===== config.mk =====
export PLATFORM = sky130hd
export DESIGN_NAME = gp_timer_bank
export DESIGN_NICKNAME = d
export VERILOG_FILES = /design/src/rtl/gp_timer_pkg.sv /design/src/rtl/gp_timer_channel.sv /design/src/rtl/gp_timer_bank.sv
export SDC_FILE = /design/constraint.sdc
export NUM_CORES = 1
export LEC_CHECK = 0
export ABC_CLOCK_PERIOD_IN_PS = 33400
export CORE_MARGIN = 2
export CORE_UTILIZATION = 45
export DETAILED_ROUTE_END_ITERATION = 8
export MAX_ROUTING_LAYER = met4
export PLACE_DENSITY = 0.61
export SYNTH_ARGS = -nofsm -noshare
export SYNTH_HDL_FRONTEND = slang
export SYNTH_SLANG_ARGS = --single-unit

===== constraint.sdc =====
create_clock -name input_clk -period 33.4 [get_ports input_clk]
set_input_delay 5.01 -clock input_clk [delete_from_list [all_inputs] [get_ports input_clk]]
set_output_delay 5.01 -clock input_clk [all_outputs]
set_load 0.03 [all_outputs]

===== src/rtl/gp_timer_pkg.sv =====
// gp_timer_pkg: register offsets, CTRL field positions and byte-lane merge helper for gp_timer_bank.
// Latency: none (declarations only).
// Backpressure: none.
package gp_timer_pkg;

    // Word offsets within a channel's 4-register window
    localparam logic [1:0] REG_CTRL    = 2'd0;
    localparam logic [1:0] REG_COMPARE = 2'd1;
    localparam logic [1:0] REG_COUNT   = 2'd2;
    localparam logic [1:0] REG_CAPTURE = 2'd3;

    // CTRL bit positions
    localparam int CTRL_EN        = 0;
    localparam int CTRL_PERIODIC  = 1;
    localparam int CTRL_IRQEN     = 2;
    localparam int CTRL_CLR       = 3;
    localparam int CTRL_ACK       = 4;
    localparam int CTRL_PEND      = 5;
    localparam int CTRL_CAPPEND   = 6;
    localparam int CTRL_CAPACK    = 7;
    localparam int CTRL_PRESC_LSB = 8;

    // Replace only the byte lanes whose enable is set
    function automatic logic [31:0] byte_merge(input logic [31:0] old_val,
                                               input logic [31:0] new_val,
                                               input logic [3:0]  be);
        logic [31:0] r;
        r = old_val;
        for (int k = 0; k < 4; k++) begin
            if (be[k]) r[8*k +: 8] = new_val[8*k +: 8];
        end
        return r;
    endfunction

endpackage


===== src/rtl/gp_timer_channel.sv =====
// gp_timer_channel: one timer channel (prescaler, counter, compare, pending, optional capture).
// Latency: pending/irq visible the cycle after the tick edge; rdata is combinational.
// Backpressure: none; register writes are always accepted in the cycle presented.
// Ports: input_clk/reset; wr_en (decoded write for this channel), reg_sel, we, wdata;
//        cap_in capture strobe; rdata read data for reg_sel; irq = pending event && irq_en.
// Optional capture unit enabled by the TIMER_CAPTURE_EN macro.
module gp_timer_channel
    import gp_timer_pkg::*;
#(
    parameter int WIDTH      = 32,
    parameter int PRESCALE_W = 8
) (
    input  logic        input_clk,
    input  logic        reset,
    input  logic        wr_en,
    input  logic [1:0]  reg_sel,
    input  logic [3:0]  we,
    input  logic [31:0] wdata,
    input  logic        cap_in,
    output logic [31:0] rdata,
    output logic        irq
);

    logic                  en, en_nxt, periodic, irq_en, pending;
    logic [PRESCALE_W-1:0] presc, pcnt;
    logic [WIDTH-1:0]      compare, count;
    logic                  cap_pending;
    logic [WIDTH-1:0]      capture;

    logic        ctrl_lo, ctrl_hi, clr, ack, wr_cmp, wr_cnt, tick, match;
    logic [31:0] cmp_merge, cnt_merge;
    logic        unused_bits;

    assign ctrl_lo = wr_en && (reg_sel == REG_CTRL) && we[0];
    assign ctrl_hi = wr_en && (reg_sel == REG_CTRL) && we[1];
    assign clr     = ctrl_lo && wdata[CTRL_CLR];
    assign ack     = ctrl_lo && wdata[CTRL_ACK];
    assign wr_cmp  = wr_en && (reg_sel == REG_COMPARE);
    assign wr_cnt  = wr_en && (reg_sel == REG_COUNT);

    assign cmp_merge = byte_merge(32'(compare), wdata, we);
    assign cnt_merge = byte_merge(32'(count), wdata, we);
    // Bits above WIDTH and read-only CTRL bits are intentionally dropped
    assign unused_bits = ^{wdata, cmp_merge, cnt_merge};

    assign tick  = en && (pcnt == presc);
    assign match = tick && (count == compare);

    // A bus write to enable wins over the one-shot self-disable
    always_comb begin
        en_nxt = en;
        if (ctrl_lo)                 en_nxt = wdata[CTRL_EN];
        else if (match && !periodic) en_nxt = 1'b0;
    end

    always_ff @(posedge input_clk or posedge reset) begin
        if (reset) begin
            en       <= 1'b0;
            periodic <= 1'b0;
            irq_en   <= 1'b0;
            pending  <= 1'b0;
            presc    <= '0;
            pcnt     <= '0;
            compare  <= '1;
            count    <= '0;
        end else begin
            en <= en_nxt;
            if (ctrl_lo) begin
                periodic <= wdata[CTRL_PERIODIC];
                irq_en   <= wdata[CTRL_IRQEN];
            end
            if (ctrl_hi) presc <= wdata[CTRL_PRESC_LSB +: PRESCALE_W];
            if (wr_cmp)  compare <= cmp_merge[WIDTH-1:0];

            // Prescaler only advances while enabled now and next cycle
            if (en && en_nxt && !clr && !tick) pcnt <= pcnt + PRESCALE_W'(1);
            else                               pcnt <= '0;

            // Bus write / clear beat the tick update; a match still latches pending
            if (wr_cnt)     count <= cnt_merge[WIDTH-1:0];
            else if (clr)   count <= '0;
            else if (tick) begin
                if (!match)        count <= count + WIDTH'(1);
                else if (periodic) count <= '0;
            end

            if (match)    pending <= 1'b1;
            else if (ack) pending <= 1'b0;
        end
    end

`ifdef TIMER_CAPTURE_EN
    // Two synchroniser flops plus one history flop for edge detection
    logic [2:0] cap_sync;
    logic       cap_edge, cap_ack;

    assign cap_edge = cap_sync[1] && !cap_sync[2];
    assign cap_ack  = ctrl_lo && wdata[CTRL_CAPACK];

    always_ff @(posedge input_clk or posedge reset) begin
        if (reset) begin
            cap_sync    <= '0;
            cap_pending <= 1'b0;
            capture     <= '0;
        end else begin
            cap_sync <= {cap_sync[1:0], cap_in};
            if (cap_edge) begin
                capture     <= count;
                cap_pending <= 1'b1;
            end else if (cap_ack) begin
                cap_pending <= 1'b0;
            end
        end
    end
`else
    logic unused_cap;
    assign unused_cap  = cap_in;
    assign cap_pending = 1'b0;
    assign capture     = '0;
`endif

    always_comb begin
        rdata = '0;
        case (reg_sel)
            REG_CTRL: begin
                rdata[CTRL_EN]       = en;
                rdata[CTRL_PERIODIC] = periodic;
                rdata[CTRL_IRQEN]    = irq_en;
                rdata[CTRL_PEND]     = pending;
                rdata[CTRL_CAPPEND]  = cap_pending;
                rdata[CTRL_PRESC_LSB +: PRESCALE_W] = presc;
            end
            REG_COMPARE: rdata[WIDTH-1:0] = compare;
            REG_COUNT:   rdata[WIDTH-1:0] = count;
            default:     rdata[WIDTH-1:0] = capture;
        endcase
    end

    assign irq = irq_en && (pending || cap_pending);

endmodule


===== src/rtl/gp_timer_bank.sv =====
// gp_timer_bank: memory-mapped bank of NUM_CH general-purpose timers with a combined irq.
// Latency: rdata combinational from addr; irq_vec/irq follow channel state one cycle after the tick edge.
// Backpressure: none; a write (select && we!=0) always completes in the presented cycle.
// Ports: input_clk, reset (async, active-high); select/we/addr/wdata bus write; rdata read mux;
//        irq_vec per-channel interrupts, irq their OR; cap_in capture strobes.
// Optional capture unit per channel enabled by the TIMER_CAPTURE_EN macro.
module gp_timer_bank
    import gp_timer_pkg::*;
#(
    parameter int NUM_CH     = 4,
    parameter int WIDTH      = 32,
    parameter int PRESCALE_W = 8
) (
    input  logic                       input_clk,
    input  logic                       reset,
    input  logic                       select,
    input  logic [3:0]                 we,
    input  logic [$clog2(NUM_CH)+1:0]  addr,
    input  logic [31:0]                wdata,
    output logic [31:0]                rdata,
    output logic [NUM_CH-1:0]          irq_vec,
    output logic                       irq,
    input  logic [NUM_CH-1:0]          cap_in
);

    localparam int AW = $clog2(NUM_CH) + 2;

    logic [AW-1:0]     ch_idx;
    logic              wr;
    logic [NUM_CH-1:0] ch_wr;
    logic [31:0]       ch_rdata [NUM_CH];

    assign ch_idx = addr >> 2;
    assign wr     = select && (we != 4'b0);

    for (genvar i = 0; i < NUM_CH; i++) begin : g_ch
        assign ch_wr[i] = wr && (ch_idx == AW'(i));

        gp_timer_channel #(
            .WIDTH      (WIDTH),
            .PRESCALE_W (PRESCALE_W)
        ) u_ch (
            .input_clk (input_clk),
            .reset     (reset),
            .wr_en     (ch_wr[i]),
            .reg_sel   (addr[1:0]),
            .we        (we),
            .wdata     (wdata),
            .cap_in    (cap_in[i]),
            .rdata     (ch_rdata[i]),
            .irq       (irq_vec[i])
        );
    end

    // Unpopulated channel slots read as zero
    always_comb begin
        rdata = '0;
        for (int i = 0; i < NUM_CH; i++) begin
            if (ch_idx == AW'(i)) rdata = ch_rdata[i];
        end
    end

    assign irq = |irq_vec;

endmodule


# ---- Yosys cells after proc, flatten, opt, wreduce, memory -nomap -nowiden
# Cells that the tools add are included.
# W data, S select, Z words.
dict set report classes {
  add_sub_neg 8
  n_eq_ne 33
  muxes 72
  n_reduce_logical 117
}
# op n
set ops {}
lappend ops {{$mux W32} 24}
lappend ops {{$add A32 B1 Y32 const B} 4}
lappend ops {{$eq A32 B32 Y1} 4}
lappend ops {{$pmux W16 S2} 4}
lappend ops {{$pmux W8 S3} 4}
lappend ops {{$mux W8} 8}
lappend ops {{$logic_and A1 B1 Y1} 61}
lappend ops {{$reduce_and A3 Y1} 16}
lappend ops {{$pmux W3 S3} 4}
lappend ops {{$add A8 B1 Y8 const B} 4}
lappend ops {{$eq A8 B8 Y1} 4}
lappend ops {{$ne A2 B2 Y1 const B} 16}
lappend ops {{$reduce_and A2 Y1} 16}
lappend ops {{$pmux W2 S3} 4}
lappend ops {{$mux W1} 16}
lappend ops {{$ne A4 B1 Y1 const B} 4}
lappend ops {{$pmux W2 S2} 4}
lappend ops {{$logic_not A1 Y1} 12}
lappend ops {{$reduce_bool A3 Y1} 4}
lappend ops {{$pmux W1 S2} 4}
lappend ops {{$reduce_bool A2 Y1} 4}
lappend ops {{$eq A2 B2 Y1 const B} 3}
lappend ops {{$eq A2 B1 Y1 const B} 2}
lappend ops {{$logic_not A4 Y1} 1}
lappend ops {{other kinds (3)} 3}
dict set report word_totals {
  regBits 336
  input_bits 47
}

# ---- Depth between registers and ports, before layout
# Gate-level depths: netlist of run 1.
dict set report logic_depth {
  ltp_word 10
  mapped_depth 11
  depth_no_buf 9
}

# ---- Modules after synthesis
# Synthesis of run 1 repeated with hierarchy kept, for this count alone.
dict set report unflattened {
  hier_cells 2212
  hier_area_um2 22222.6
}
# module instances cells_each area_each_um2 seq_area_each_um2
set modules_own_cells {}
lappend modules_own_cells {{gp_timer_channel at g_ch[0].u_ch ...} 2 540 5343.9 2142.1}
lappend modules_own_cells {{gp_timer_channel at g_ch[2].u_ch} 1 545 5380.2 2142.1}
lappend modules_own_cells {{gp_timer_channel at g_ch[3].u_ch} 1 539 5288.8 2142.1}
lappend modules_own_cells {gp_timer_bank 1 48 865.8 0.0}

# ---- Least setup slack after synthesis of run 1
# Ideal clock, no wire load.
dict set report synth_path {
  path_type {in2out}
  from {in addr[0]}
  to {out rdata[12]}
  arrival_time_ns 7.922
  required_time_ns 28.390
  slack_ns 20.468
  cell_stages 8
  n_path_buf 4
  cell_sequence {inv_1 -> ha_1 -> clkbuf_1 -> clkbuf_1 -> clkbuf_1 -> buf_1 -> a221oi_1 -> a2111oi_0}
}
dict set report synth_between {
  elab_chain_len 6
  word_cells_on_any_way 11
  cone_classes {eq/ne: 2; mux: 8; reduce/logical: 1}
}
# item line
set synth_lines {}
lappend synth_lines {{start: declaration} gp_timer_bank.sv:18} ;# input logic [$clog2(NUM_CH)+1:0] addr,
lappend synth_lines {{$eq A2 B2 Y1 (tied with other cells)} gp_timer_channel.sv:124} ;# case (reg_sel)
lappend synth_lines {{$pmux W8 S3} gp_timer_channel.sv:124}
lappend synth_lines {{$mux W32 (3 in a row)} gp_timer_bank.sv:59} ;# if (ch_idx == AW'(i)) rdata = ch_rdata[i];
lappend synth_lines {{$mux W32 *} gp_timer_bank.sv:59}
lappend synth_lines {{end: declaration} gp_timer_bank.sv:20} ;# output logic [31:0] rdata,
# Mark *: on every way between the ends. The rest lies on a longest branch, timed or not.

# ---- Final worst setup path of run 1
dict set report layout_path {
  from {in addr[0]}
  to {out rdata[15]}
}
# Same word-level chain as after synthesis.

==> metrics.txt, run 1 <==
Worst EP arrival 9070 ps; Top Metal Used met4; CTS Root Cell clkbuf_16; critical path type in -> out; synth warn 0; Leak roughly 8.8 nW; syn_area_per_cell between 9 and 10 um2; Yosys top cell area share 24.59%; largest net degree at the start of global routing 79; Synth Instances about 2.2k; fmax 71.04 MHz; CORE AREA roughly 46000 um2; setup_tns 0 ps; Final Max Slew Viols 0; cts hold-fix bufs 0; Max IR drop VDD around 34 uV; # clock sinks 336; CTS tree yes; Layout Skew 18.14 ps; final WL 74530 um; dpl ws 19390 ps; max_cap viols 0; first-pass GRT wire length ~110000 um; total global-route track usage 30.98%; drc violations 0; CP most frequent cell clkdlybuf4s50_1; DPL Wire Length 53570 um; Post-synth EDFFs 0; Post-synth top flop dfrtp_1; Area contributors post-synth dfrtp_1 25%, dfstp_2 16%, mux2_2 8.9%, xnor2_1 5.5%, nand2_1 3.5%; die width 220.9 um; Setup crit end kind primary output; R2R setup slack slightly below 30000 ps; DR WL/cell 26.11 um; share of layout cells above drive strength 1 between 10% and 20%; M1 wire length 33240 um; Area after DPL 22150 um2; Synthesized Nets about 2.3k; Slew @ Worst Pin approximately 1200 ps; Final setup viols 0; Rows 79; Post-CTS Setup Bufs 0; final RePlAce weighted congestion 0.9199; DRT Pass-1 Iters 8; 1st-iter DRT viols 2456; final hold violations 0; Async S/R FF share, synth 100.0%; total gr overflow 0; Seq/Total Area, Yosys between 40% and 50%; period utilization 42.15%; die area roughly 50000 um2; Via-to-Cell Ratio 6.537; CP cell instances clkdlybuf4s50_1 -> inv_1 -> ha_4 -> buf_4 -> a222oi_1 -> mux2i_1 -> nor2_1 -> a2111oi_0 -> clkdlybuf4s50_1; Max-slew headroom 21.27%; Yosys reg bits 336; final instance area roughly 23000 um2; Die Y ~220 um; RSZ-0062 raised after global routing false; vias 18.66k; Starting Density a little under half; Synth cell types 84; status completed; CTS clock-pin slew for the worst setup and hold paths approximately 60 ps; worst hold path type reg -> reg; I/O Pins 84; Syn Std Cell Area 21160 um2; layout net count ~2.3k; TritonCTS buffer count 42; leading area contributor after synthesis dfrtp_1; CP max stage delay 810 ps; Critical Path Start Type input port; Layout Area Growth over Synthesis 10.90%; Crit-path slowest cell clkdlybuf4s50_1; crit path max fanout 55; Worst EP required roughly 28000 ps; Post-DRT Antenna Nets 0; # resized after CTS 0; CTS H-Tree Depth 2; vias in the first global route 17.89k; port buffer count just under 80; pwr/cell area 63.84 nW/um2; Worst Slack Setup Final 19320 ps; met3 WL 5207 um; hold slack 496.2 ps; Worst-Skew Late Latency 570 ps; crit path time final 14080 ps; CTS max path bufs 3; WL met2 32590 um; initial antenna violation count 0
cell usage in the layout, fill, tap and decap left out, types with 78 or more instances in the layout:
| master | n |
|---|---|
| dfstp_2 | 128 |
| nor2_1 | 160 |
| inv_1 | 78 |
| nand2_1 | 195 |
| xnor2_1 | 134 |
| a22oi_1 | 97 |
| mux2_2 | 168 |
| a21oi_1 | 94 |
| nand3_1 | 108 |
| dfrtp_1 | 208 |
per-layer routing:
metal | GRT usage, % | up-vias
li1 | - | 8254
met1 | 43.47 | 9387
met2 | 44.52 | 834
met3 | 4.448 | 181
met4 | 13.51 | 0
met5 | - | -
registers in the layout (all words and copies together), names as in the netlist:
name,cells
g_ch.u_ch.count,128
g_ch.u_ch.pcnt,32
g_ch.u_ch.pending,4
g_ch.u_ch.irq_en,4
g_ch.u_ch.en,4
g_ch.u_ch.periodic,4
g_ch.u_ch.compare,128
g_ch.u_ch.presc,32
cell type report:
| cell class | count | area (um2) |
|---|---|---|
| timing repair buffer | 101 | 948.4 |
| clock inverter | 7 | 42.54 |
| fill | 4330 | 22990 |
| clock buffer | 69 | 1274 |
| multi-input combinational | 1653 | 11570 |
| sequential | 336 | 8568 |
| inverter | 80 | 307.8 |
| tap | 607 | 759.5 |
| antenna | 1 | 2.502 |
kinds of logic (layout without fill, tap and decap cells):
group / Yosys count / in the layout / synth area share, %
buf+inv: 250 / 257 / 5.037
other cells: 0 / 1 / 0
mux: 174 / 174 / 9.223
simple gates: 679 / 679 / 15.70
xor+xnor: 184 / 184 / 7.615
compound gates: 604 / 604 / 21.24
fa+ha+maj: 12 / 12 / 0.7094
flops: 336 / 336 / 40.48
power breakdown:
group	switching (mW)	internal, mW
clock network	0.183	0.260
registers	0.140	0.519
logic	0.225	0.171
cell usage after synthesis, types with 13 or more instances:
cell type,n
xnor2_1,134
nor2_1,164
a222oi_1,18
a211oi_1,21
xor2_1,50
buf_2,51
a22oi_1,97
nand2_1,195
dfstp_2,128
a21oi_1,94
a32oi_1,21
clkbuf_1,94
o31ai_1,27
and2_1,13
nand4_1,38
nand3_1,108
inv_1,79
dfrtp_1,208
mux2_2,168
o2bb2ai_1,13
nor2b_1,21
a221oi_1,50
o21ai_0,51
o22ai_1,44
nor3_1,28
o21ai_1,15
a22o_1,53
nor4_1,20
and3_1,37
worst max-delay path, delay by kind of cell:
family          cells  cell delay [ps]
simple gates        1               70
mux                 1              360
compound gates      2              930
fa+ha+maj           1              640
buf+inv             4             2010
path summary, 6_finish.rpt:
kind                                              from  cells past startpoint                endpoint
min in group asynchronous                        reset                      2    g_ch[3].u_ch.pcnt[2]
worst min-delay path              g_ch[3].u_ch.pending                      2    g_ch[3].u_ch.pending
worst max register to register  g_ch[0].u_ch.count[13]                      7  g_ch[0].u_ch.count[13]
worst min register to register    g_ch[3].u_ch.pending                      2    g_ch[3].u_ch.pending
max in group asynchronous                        reset                      3  g_ch[0].u_ch.count[28]
worst max-delay path                           addr[0]                      9               rdata[15]
through the flow:
| stage | instances | power, mW | util, % |
|---|---|---|---|
| global placement | 2777 | 1.035 | 47.68 |
| finish | 2854 | 1.498 | 50.52 |
| floorplan | 2239 | 0.9020 | - |
| global route | 2853 | 1.566 | 50.51 |
| detailed placement | 2777 | 1.047 | 47.68 |
| CTS | 2853 | 1.491 | 50.51 |
Note: power is estimated with default switching activity, not from simulation.
==> run 2, diff against run 1 <==
--- a/config.mk
+++ b/config.mk
@@ -5,7 +5,7 @@
 export SDC_FILE = /design/constraint.sdc
 export NUM_CORES = 1
 export LEC_CHECK = 0
-export ABC_CLOCK_PERIOD_IN_PS = 33400
+export ABC_CLOCK_PERIOD_IN_PS = 13400
 export CORE_MARGIN = 2
 export CORE_UTILIZATION = 45
 export DETAILED_ROUTE_END_ITERATION = 8
==> constraint.sdc (replaced) <==
create_clock -name input_clk -period 13.4 [get_ports input_clk]
set_input_delay 2.01 -clock input_clk [delete_from_list [all_inputs] [get_ports input_clk]]
set_output_delay 2.01 -clock input_clk [all_outputs]
set_load 0.03 [all_outputs]
==> run 2 against run 1 <==
Effect of this change: via count increased by 0.13%; critical path type unchanged; die area unchanged; critical path depth unchanged; clock skew increased by 4.1 ps; utilization increased by 0.075 points; global-route usage decreased by 0.22 points; wire length decreased by 0.14%; setup slack got worse by 14000 ps; combinational power increased by 150%; sequential share of layout area decreased by 0.054 points.
==> metrics.txt, run 2 (same netlist as run 1, synthesis figures left out) <==
CTS max path bufs 3; Placed Cells 2775; period utilization between 60% and 70%; I/O Pins 84; Layout Area Growth over Synthesis 11.06%; Critical Path Start Type input port; Worst EP required 11390 ps; Global Route met3 Usage approximately 5.6%; die area 48780 um2; status completed; critical path type in -> out; CTS Root Cell clkbuf_16; Post-CTS Setup Bufs 0; drc violations 0; worst hold path type reg -> reg; Final Max Slew Viols 0; share of layout cells above drive strength 1 ~20%; Slew @ Worst Pin around 1200 ps; Worst EP arrival 6130 ps; setup_tns 0 ps; vias in the first global route between 15k and 20k; Setup crit end kind primary output; fmax 122.9 MHz; Max IR drop VDD around 110 uV; 1st-iter DRT viols 2422; first-pass GRT wire length between 100000 and 150000 um; layout net count 2269; top flop regs g_ch.u_ch.compare: 128 flops, g_ch.u_ch.count: 128 flops; port buffer count 79; DPL Wire Length roughly 53000 um; crit path time final 8136 ps; DR WL/cell approximately 26 um; cts hold-fix bufs 0; # resized after CTS 0; CP most frequent cell clkdlybuf4s50_1; met2 Usage GRT 43.11%; Leak about 8.8 nW; Post-DRT Antenna Nets 0; Layout Skew 22.26 ps; Crit-path slowest cell a2111oi_0; final RePlAce weighted congestion 0.9344; CP cell instances clkdlybuf4s50_1 -> inv_1 -> ha_4 -> buf_4 -> a222oi_1 -> mux2i_1 -> nor2_1 -> a2111oi_0 -> clkdlybuf4s50_1; final hold violations 0; final WL ~74000 um; dpl ws 5401 ps; RSZ-0062 raised after global routing false; CTS tree yes; Die Y 220.9 um; GR peak layer met2; die width 220.9 um; hold slack 509.7 ps; commonest non-fill, non-tap cell in the layout dfrtp_1; max_cap viols 0; Via-to-Cell Ratio 6.552; Worst-Skew Late Latency 580 ps; most frequent cells in the layout 208 x dfrtp_1, 195 x nand2_1, 168 x mux2_2, 160 x nor2_1, 134 x xnor2_1; GRT met1 Usage 42.92%; Final setup viols 0; TritonCTS buffer count 40; non-filler cells, final between 2k and 3k; pwr/cell area 160.2 nW/um2; Starting Density roughly 46%; CP max stage delay 840 ps; crit path max fanout 65; Worst Slack Setup Final 5264 ps; total global-route track usage 30.76%; Rows 79; CORE AREA 46460 um2; # clock sinks 336; Max-slew headroom a little under a fifth; CTS H-Tree Depth 2; largest net degree at the start of global routing approximately 160; total gr overflow 0; DRT Pass-1 Iters 6; CTS clock-pin slew for the worst setup and hold paths 70 ps; initial antenna violation count 0; vias ~19k
## run 2: cell count changes in the layout (fill, tap and decap cells not counted), moves of 2 or more
| cell | before | now |
|---|---|---|
| buf_4 | 23 | 19 |
| bufinv_16 | 0 | 3 |
| clkbuf_1 | 16 | 13 |
| buf_12 | 0 | 2 |
| clkbuf_16 | 43 | 41 |
## run 2: cell type report
class | count | area [um2]
diodes | 2 | 5.005
clock buffers | 63 | 1199
clock inverters | 11 | 140.1
fillers | 4351 | 22950
inverters | 80 | 307.8
multi-input cells | 1653 | 11570
flip-flops and latches | 336 | 8568
well taps | 607 | 759.5
repair buffers | 99 | 958.4
## run 2: critical path, delay by kind of cell
kind,cells,cell delay (ps)
AO/OA/AOI/OAI,2,1050
buffers and inverters,4,2010
AND/OR/NAND/NOR,1,90
adder cells (fa/ha/maj),1,740
multiplexers,1,180
## run 2: where the power goes
part / switching (mW) / total [mW] / internal, mW
clock network: 0.460 / 1.13 / 0.673
registers: 0.351 / 1.64 / 1.29
logic: 0.562 / 0.989 / 0.427
total: 1.37 / 3.77 / 2.39
## run 2: metal layers
metal / up-vias / routed length, um
li1: 8244 / -
met1: 9294 / 32340
met2: 947 / 31860
met3: 195 / 6395
met4: 0 / 3827
met5: - / 0
## run 2: path summary, 6_finish.rpt
| path | from | end | slack (ps) | cells after the start |
|---|---|---|---|---|
| max in group asynchronous | reset | g_ch[3].u_ch.count[26] | 9980 | 3 |
| min reg2reg | g_ch[0].u_ch.pending | g_ch[0].u_ch.pending | 510 | 2 |
| min | g_ch[0].u_ch.pending | g_ch[0].u_ch.pending | 510 | 2 |
| min in group asynchronous | reset | g_ch[3].u_ch.pcnt[2] | 1970 | 2 |
| max reg2reg | g_ch[0].u_ch.count[13] | g_ch[0].u_ch.count[21] | 9470 | 7 |
| max | addr[1] | rdata[13] | 5260 | 9 |
## run 2: metrics by stage
step	power (mW)	utilization (%)	cell area, um2
after CTS	3.751	50.58	23500
final	3.767	50.60	23510
after global routing	3.930	50.58	23500
after global placement	2.581	47.70	22160
after detailed placement	2.611	47.70	22160
after floorplan	2.248	-	21160
